## config.mk

```make
export PLATFORM = sky130hd
export DESIGN_NAME = nasti_traffic_gen
export DESIGN_NICKNAME = d
export VERILOG_FILES = /design/src/rtl/nasti_traffic_gen.sv
export SDC_FILE = /design/constraint.sdc
export NUM_CORES = 1
export LEC_CHECK = 0
export ABC_AREA = 1
export CELL_PAD_IN_SITES_DETAIL_PLACEMENT = 0
export CELL_PAD_IN_SITES_GLOBAL_PLACEMENT = 1
export CORE_AREA = 2 2 138 140
export DETAILED_ROUTE_END_ITERATION = 7
export DIE_AREA = 0 0 140 142
export PLACE_DENSITY_LB_ADDON = 0.08
export SYNTH_ARGS = -nofsm -noshare
export SYNTH_HDL_FRONTEND = slang
export SYNTH_SLANG_ARGS = --single-unit
```

## constraint.sdc

```tcl
create_clock -name core_clk -period 7.7 [get_ports core_clk]
set_input_delay 2.31 -clock core_clk [delete_from_list [all_inputs] [get_ports core_clk]]
set_output_delay 2.31 -clock core_clk [all_outputs]
set_load 0.02 [all_outputs]
```

## src/rtl/nasti_traffic_gen.sv

```systemverilog
// NASTI (AXI4) traffic generator: writes an address-derived pattern in INCR bursts,
// reads it back and reports bad responses or data as a saturating error count.
module nasti_traffic_gen #(
   parameter int C_NASTI_ID_WIDTH   = 1,
   parameter int C_NASTI_ADDR_WIDTH = 32,
   parameter int C_NASTI_DATA_WIDTH = 64,
   parameter int C_BURST_LEN        = 8,
   parameter int C_NUM_BURSTS       = 16,
   parameter logic [C_NASTI_ADDR_WIDTH-1:0] C_BASE_ADDR = '0
) (
   input  logic                            core_clk,
   input  logic                            core_rst,
   input  logic                            start,
   output logic [C_NASTI_ID_WIDTH-1:0]     aw_id,
   output logic [C_NASTI_ADDR_WIDTH-1:0]   aw_addr,
   output logic [7:0]                      aw_len,
   output logic [2:0]                      aw_size,
   output logic [1:0]                      aw_burst,
   output logic                            aw_valid,
   input  logic                            aw_ready,
   output logic [C_NASTI_DATA_WIDTH-1:0]   w_data,
   output logic [C_NASTI_DATA_WIDTH/8-1:0] w_strb,
   output logic                            w_last,
   output logic                            w_valid,
   input  logic                            w_ready,
   input  logic [C_NASTI_ID_WIDTH-1:0]     b_id,
   input  logic [1:0]                      b_resp,
   input  logic                            b_valid,
   output logic                            b_ready,
   output logic [C_NASTI_ID_WIDTH-1:0]     ar_id,
   output logic [C_NASTI_ADDR_WIDTH-1:0]   ar_addr,
   output logic [7:0]                      ar_len,
   output logic [2:0]                      ar_size,
   output logic [1:0]                      ar_burst,
   output logic                            ar_valid,
   input  logic                            ar_ready,
   input  logic [C_NASTI_ID_WIDTH-1:0]     r_id,
   input  logic [C_NASTI_DATA_WIDTH-1:0]   r_data,
   input  logic [1:0]                      r_resp,
   input  logic                            r_last,
   input  logic                            r_valid,
   output logic                            r_ready,
   output logic                            busy,
   output logic                            done,
   output logic                            pass,
   output logic [15:0]                     err_count
);
   localparam int              AW         = C_NASTI_ADDR_WIDTH;
   localparam int              BYTES      = C_NASTI_DATA_WIDTH / 8;
   localparam int              WORDS      = C_NASTI_DATA_WIDTH / 32;
   localparam logic [2:0]      SIZE       = 3'($clog2(BYTES));
   localparam logic [7:0]      LEN        = 8'(C_BURST_LEN - 1);
   localparam logic [8:0]      LAST_BEAT  = 9'(C_BURST_LEN - 1);
   localparam logic [15:0]     LAST_BURST = 16'(C_NUM_BURSTS - 1);
   localparam logic [AW-1:0]   STRIDE     = AW'(C_BURST_LEN * BYTES);
   localparam logic [AW-1:0]   BEAT_BYTES = AW'(BYTES);

   typedef enum logic [2:0] {IDLE, WR_ADDR, WR_DATA, WR_RESP, RD_ADDR, RD_DATA, DONE} state_t;

   state_t        state_q, state_d;
   logic [15:0]   burst_q, burst_d;
   logic [8:0]    beat_q, beat_d;
   logic [15:0]   err_q, err_d;
   logic          err_clr;
   logic [1:0]    err_inc;
   logic [16:0]   err_sum;

   logic [AW-1:0]                 burst_addr;
   logic [AW-1:0]                 beat_addr;
   logic [31:0]                   pattern;
   logic [C_NASTI_DATA_WIDTH-1:0] exp_data;
   logic                          beat_bad;
   logic                          frame_bad;
   logic                          unused_ids;

   assign burst_addr = C_BASE_ADDR + AW'(burst_q) * STRIDE;
   assign beat_addr  = burst_addr + AW'(beat_q) * BEAT_BYTES;
   assign pattern    = 32'(beat_addr) ^ 32'hA5A5_5A5A;

   generate
      for (genvar gi = 0; gi < WORDS; gi++) begin : g_rep
         assign exp_data[gi*32 +: 32] = pattern;
      end
   endgenerate

   // A beat contributes at most one data/response error; misframing adds one more.
   assign beat_bad   = (r_data != exp_data) || (r_resp != 2'b00);
   assign frame_bad  = r_last && (beat_q != LAST_BEAT);
   assign unused_ids = ^{b_id, r_id};

   always_ff @(posedge core_clk or posedge core_rst) begin
      if (core_rst) begin
         state_q <= IDLE;
         burst_q <= '0;
         beat_q  <= '0;
         err_q   <= '0;
      end else begin
         state_q <= state_d;
         burst_q <= burst_d;
         beat_q  <= beat_d;
         err_q   <= err_d;
      end
   end

   always_comb begin
      state_d = state_q;
      burst_d = burst_q;
      beat_d  = beat_q;
      err_clr = 1'b0;
      err_inc = 2'd0;
      case (state_q)
         IDLE, DONE: if (start) begin
            state_d = WR_ADDR;
            burst_d = '0;
            beat_d  = '0;
            err_clr = 1'b1;
         end
         WR_ADDR: if (aw_ready) begin
            state_d = WR_DATA;
            beat_d  = '0;
         end
         WR_DATA: if (w_ready) begin
            if (beat_q == LAST_BEAT) begin
               state_d = WR_RESP;
               beat_d  = '0;
            end else begin
               beat_d = beat_q + 9'd1;
            end
         end
         WR_RESP: if (b_valid) begin
            if (b_resp != 2'b00) err_inc = 2'd1;
            if (burst_q == LAST_BURST) begin
               state_d = RD_ADDR;
               burst_d = '0;
            end else begin
               state_d = WR_ADDR;
               burst_d = burst_q + 16'd1;
            end
         end
         RD_ADDR: if (ar_ready) begin
            state_d = RD_DATA;
            beat_d  = '0;
         end
         RD_DATA: if (r_valid) begin
            err_inc = {1'b0, beat_bad} + {1'b0, frame_bad};
            if (r_last) begin
               beat_d = '0;
               if (burst_q == LAST_BURST) begin
                  state_d = DONE;
               end else begin
                  state_d = RD_ADDR;
                  burst_d = burst_q + 16'd1;
               end
            end else begin
               beat_d = beat_q + 9'd1;
            end
         end
         default: state_d = IDLE;
      endcase
      err_sum = {1'b0, err_q} + {15'd0, err_inc};
      if (err_clr)         err_d = '0;
      else if (err_sum[16]) err_d = 16'hFFFF;
      else                 err_d = err_sum[15:0];
   end

   assign aw_id     = '0;
   assign aw_addr   = burst_addr;
   assign aw_len    = LEN;
   assign aw_size   = SIZE;
   assign aw_burst  = 2'b01;
   assign aw_valid  = (state_q == WR_ADDR);
   assign w_data    = exp_data;
   assign w_strb    = '1;
   assign w_valid   = (state_q == WR_DATA);
   assign w_last    = w_valid && (beat_q == LAST_BEAT);
   assign b_ready   = (state_q == WR_RESP);
   assign ar_id     = '0;
   assign ar_addr   = burst_addr;
   assign ar_len    = LEN;
   assign ar_size   = SIZE;
   assign ar_burst  = 2'b01;
   assign ar_valid  = (state_q == RD_ADDR);
   assign r_ready   = (state_q == RD_DATA);
   assign busy      = (state_q != IDLE) && (state_q != DONE);
   assign done      = (state_q == DONE);
   assign pass      = done && (err_q == 16'd0);
   assign err_count = err_q;
endmodule
```

# --- Word-level counts from Yosys, hierarchy flattened ---
# Cells that the tools add are included.
# W data, S select, Z words.
word_totals:
  in_bits: 79
  output_inout_bits: 189
  reg_bits: 44
  wordCells: 80
op_classes:
  muxes: 34
  add_sub_neg: 5
  bitwise_logic: 1
  eq_ne: 20
  reduce_logical: 16
op_table:
  columns: ["operator", "count"]
  rows:
  - ["$mux W16", 8]
  - ["$ne A64 B64 Y1", 1]
  - ["$mux W9", 7]
  - ["$pmux W16 S3", 1]
  - ["$pmux W9 S5", 1]
  - ["$mux W3", 9]
  - ["$add A22 B12 Y23", 1]
  - ["$pmux W3 S6", 1]
  - ["$add A16 B2 Y17", 1]
  - ["$add A16 B1 Y16 const B", 1]
  - ["$eq A16 B4 Y1 const B", 1]
  - ["$logic_not A16 Y1", 1]
  - ["$not A11 Y16", 1]
  - ["$reduce_and A6 Y1", 2]
  - ["$ne A2 B2 Y1 const B", 5]
  - ["$add A9 B1 Y9 const B", 1]
  - ["$eq A3 B3 Y1 const B", 3]
  - ["$eq A9 B3 Y1 const B", 1]
  - ["$ne A9 B3 Y1 const B", 1]
  - ["$ne A2 B1 Y1 const B", 4]
  - ["$reduce_and A8 Y1", 1]
  - ["$eq A3 B2 Y1 const B", 2]
  - ["$reduce_bool A3 Y1", 2]
  - ["$reduce_bool A5 Y1", 1]
  - ["other kinds (11)", 19]

# --- Logic depth before layout (Yosys ltp) ---
logic_depth:
  ltp_word: 10
  ltp_mapped: 30
  mapped_depth_nobuf: 30

# --- Worst setup path before layout ---
# No wires, ideal clock.
synth_path:
  path_type: "input-to-reg"
  startpoint: "input port r_data[4]"
  endpoint: "register err_q[14], in the netlist err_count[14]"
  arrival_time_ns: 5.192
  path_buffers: 0
  path_stages: 22
  setup_time_ns: 0.120
  path_slack_ns: 2.389
  required_ns: 7.580
  cell_sequence: "or2_2 > o21ai_0 > inv_1 > nor2_1 > nand4_1 > nor2_1 > nand3_1 > nor2_1 > nand3_1 > ha_1 > nand3_1 > o21ai_0 > ha_1 > inv_1 > fa_1 > nor2_1 > inv_1 > nor4_4 > nand4_1 > xnor2_1 > o21ai_0 > inv_1"
synth_via:
  elab_chain_cells: 8
synth_rtl:
  columns: ["item", "line_no", "source"]
  rows:
  - ["from (decl)", "38", "input logic [C_NASTI_DATA_WIDTH-1:0] r_data,"]
  - ["$ne A64 B64 Y1", "87", "assign beat_bad = (r_data != exp_data) || (r_resp != 2'b00);"]
  - ["$logic_or A1 B1 Y1", "87", null]
  - ["$add A1 B1 Y2", "145", "err_inc = {1'b0, beat_bad} + {1'b0, frame_bad};"]
  - ["$mux W2", "144", "RD_DATA: if (r_valid) begin"]
  - ["$pmux W2 S2", "111", "case (state_q)"]
  - ["$add A16 B2 Y17", "160", "err_sum = {1'b0, err_q} + {15'd0, err_inc};"]
  - ["$mux W16", "162", "else if (err_sum[16]) err_d = 16'hFFFF;"]
  - ["$mux W16", "161", "if (err_clr) err_d = '0;"]
  - ["named net err_d[14]", "63", "logic [15:0] err_q, err_d;"]
  - ["to (signal assigned)", "101", "err_q <= err_d;"]
  - ["to (decl)", "63", null]
# The timed path passes the listed nets, and every way through them passes these cells.
# A chain may end at the register's enable or synchronous reset.

# --- Worst setup path after layout ---
layout_path:
  startpoint: "input port r_data[4]"
  endpoint: "register err_q[11], in the netlist err_count[11]"
# The elaborated chain is that of the path after synthesis.

==> summary.md <==
| Metric | Value |
|---|---|
| Run status | `finished, violations left` |
| Failing checks | `design-rule violations` |
| Synthesized flop and latch total | `44` |
| Worst path required time | `7.94 ns` |
| RSZ-0062 raised after global routing | `no` |
| Synth top area share | `0.209` |
| Ranking of synthesized cells by area | `dfrtp_1 21%, buf_4 20%, nand2_1 14%` |
| Setup Skew | `0.00867 ns` |
| Syn Area/Cell | `6.33 um^2` |
| Initial antenna violation count | `0` |
| Crit. End Element | `register` |
| Rel. slew slack | `0.305` |
| Nets | `1047` |
| Cts bufs inserted | `5` |
| Pleak | `3.26 nW` |
| ANT cells | `0` |
| Hold Vio Cnt, Final | `0` |
| Core Area | `18500 um^2` |
| Post-Route WL | `15.3 mm` |
| Cell area after synthesis | `5280 um^2` |
| Die W | `140 um` |
| Hold-fix buffer count after cts | `0` |
| Iteration-0 DRC Markers | `240` |
| DIE AREA | `19900 um^2` |
| Distinct cells, synth | `42` |
| Residual DRC | `20` |
| Max clock buf depth | `2` |
| Die Y | `142 um` |
| Total power draw | `0.952 mW` |
| Place WS | `0.886 ns` |
| Grt total ovfl | `0` |
| Final core occ | `0.363` |
| CTS tree | `yes` |
| Num ports | `268` |
| First-pass detailed-route iteration total | `8` |
| Final period utilization | `0.827` |
| Fin. max-slew vios | `0` |
| Vias | `5043` |
| Asr flop ratio synth | `1.00` |
| Setup TNS | `0 ns` |
| Final worst setup slack | `1.33 ns` |
| Cells after Synth | `834` |
| YS warnings | `0` |
| EDFF count, synth | `0` |
| Avg Vias per Cell | `4.24` |
| Startpoint Class | `input pin` |
| Setup Buffers After CTS | `0` |
| Worst-path fanout max | `6` |
| WP data arrival | `6.60 ns` |
| Clock period minus worst slack | `6.37 ns` |
| Post-DR wirelength/cell | `12.8 um` |
| Final GP Congestion | `0.801` |
| PortBufs | `173` |
| Most frequent cells in the layout | `194 x nand2_1, 173 x clkdlybuf4s50_1, 117 x inv_1` |
| Clock Latency Late Sink | `0.29 ns` |
| Max Clock Freq | `0.157 GHz` |
| Multi-input gate area | `2950 um^2` |
| Initial core utilization | `0.286` |
| Max IR drop VDD | `144 uV` |
| PostCTS Resize Cnt | `0` |
| Setup violators final | `0` |
| Max Cap Viol | `0` |
| Critical path type | `in2reg` |
| Clock-pin slew on the worst setup and hold paths | `0.07 ns` |
| Cell taking the most area after synthesis | `dfrtp_1` |
| Filler cell count | `2054` |
| Largest net degree at the start of global routing | `45` |
| Htree depth | `2` |
| Most common cell after layout, fill and taps aside | `nand2_1` |
| Pwr per Cell Area | `142 nW/um^2` |
| Worst Tran Pin Value | `1.04 ns` |
| Vias in the first global route | `4726` |
| First-pass GRT wire length | `24.1 mm` |
| Post-synthesis sequential area ratio | `0.209` |
| Layout cells sized above 1 | `0.0324` |
| CTS Sinks | `44` |
| Reg area | `1100 um^2` |
| Worst hold slack | `0.567 ns` |
| Post-DP HPWL | `12.3 mm` |
| Antenna Violating Nets Remaining | `0` |
| Root buffer cell | `clkbuf_16` |
| Area growth from synthesis to layout | `27.0%` |
| Worst min path class | `reg2reg` |
| Total GRT Usage | `0.148` |
| Top_reg_cell synth | `dfrtp_1` |
| Rows | `50` |
cell type report:
class	count	area share
clock inverters	2	0.00523
repair buffers	174	0.259
clock buffers	6	0.0192
inverters	121	0.0677
well taps	234	0.0437
flip-flops and latches	44	0.164
multi-input cells	609	0.440
logic make-up (layout without fill, tap and decap cells):
family | count (synthesis) | after routing | synth area share
xor gates and xnor gates | 29 | 29 | 0.0481
and+or+nand+nor | 398 | 398 | 0.333
adders and majority gates | 13 | 13 | 0.0336
other | 2 | 92 | 0.00142
AOI/OAI and AO/OA | 77 | 77 | 0.0789
DFF | 44 | 44 | 0.209
buffers and inverters | 271 | 303 | 0.296
synthesized netlist by cell type, types with 3 or more instances:
| cell type | number |
|---|---|
| inv_1 | 118 |
| nor4_1 | 5 |
| nand3_1 | 72 |
| inv_2 | 3 |
| nor2_1 | 74 |
| nand2_2 | 4 |
| nand2_1 | 194 |
| a21oi_1 | 25 |
| nor3b_1 | 4 |
| clkbuf_1 | 3 |
| o21ai_1 | 4 |
| xor2_1 | 27 |
| or2_2 | 4 |
| dfrtp_1 | 44 |
| buf_2 | 4 |
| o21a_1 | 3 |
| nand4_1 | 10 |
| nor3_1 | 14 |
| nor2_2 | 3 |
| nand3b_1 | 5 |
| buf_4 | 140 |
| ha_1 | 11 |
| o21ai_0 | 37 |
state kept, by name (all words and copies together), names as in the netlist:
register and cells:
state_q 3, beat_q 9, err_count 16, burst_q 16
power breakdown:
group | internal [mW] | switching (mW)
sequential | 0.247 | 0.0264
clock | 0.153 | 0.0942
combinational | 0.152 | 0.279
total | 0.552 | 0.400
path summary, 6_finish.rpt:
check | endpoint | slack [ns] | depth (start not counted) | start
setup / recovery | err_count[11]$_DFF_PP0_ | 1.33 | 23 | r_data[4]
hold / removal | beat_q[3]$_DFFE_PP0P_ | 0.57 | 1 | beat_q[3]$_DFFE_PP0P_
setup reg to reg | err_count[11]$_DFF_PP0_ | 2.27 | 28 | burst_q[0]$_DFFE_PP0P_
hold reg to reg | beat_q[3]$_DFFE_PP0P_ | 0.57 | 1 | beat_q[3]$_DFFE_PP0P_
max in group asynchronous | burst_q[14]$_DFFE_PP0P_ | 4.50 | 2 | core_rst
min in group asynchronous | err_count[4]$_DFF_PP0_ | 2.58 | 2 | core_rst
worst max-delay path, cell delays in order:
cell             delay [ns]
clkdlybuf4s50_1        0.41
or2_2                  0.29
o21ai_0                0.17
inv_1                  0.06
nor2_1                 0.11
nand4_1                0.12
nor2_1                 0.15
nand3_1                0.08
nor2_1                 0.25
nand3_1                0.20
ha_1                   0.32
nand3_1                0.06
o21ai_0                0.09
ha_1                   0.21
inv_1                  0.06
fa_1                   0.40
nor2_1                 0.18
inv_1                  0.10
nor4_4                 0.30
nand2_1                0.16
nor2_1                 0.33
o21ai_0                0.15
inv_1                  0.06
per-layer routing:
layer | global-route usage | wire, um
met4 | 0.0239 | 101
met1 | 0.216 | 7770
met5 | 0 | 0
met2 | 0.235 | 6490
met3 | 0.0239 | 914
stage by stage:
stage                     area [um^2]  std cells
after floorplan                  5620        924
after global placement           6540       1182
after detailed placement         6540       1182
after CTS                        6700       1190
after global routing             6700       1190
final                            6700       1190
Note: power is estimated with default switching activity, not from simulation.
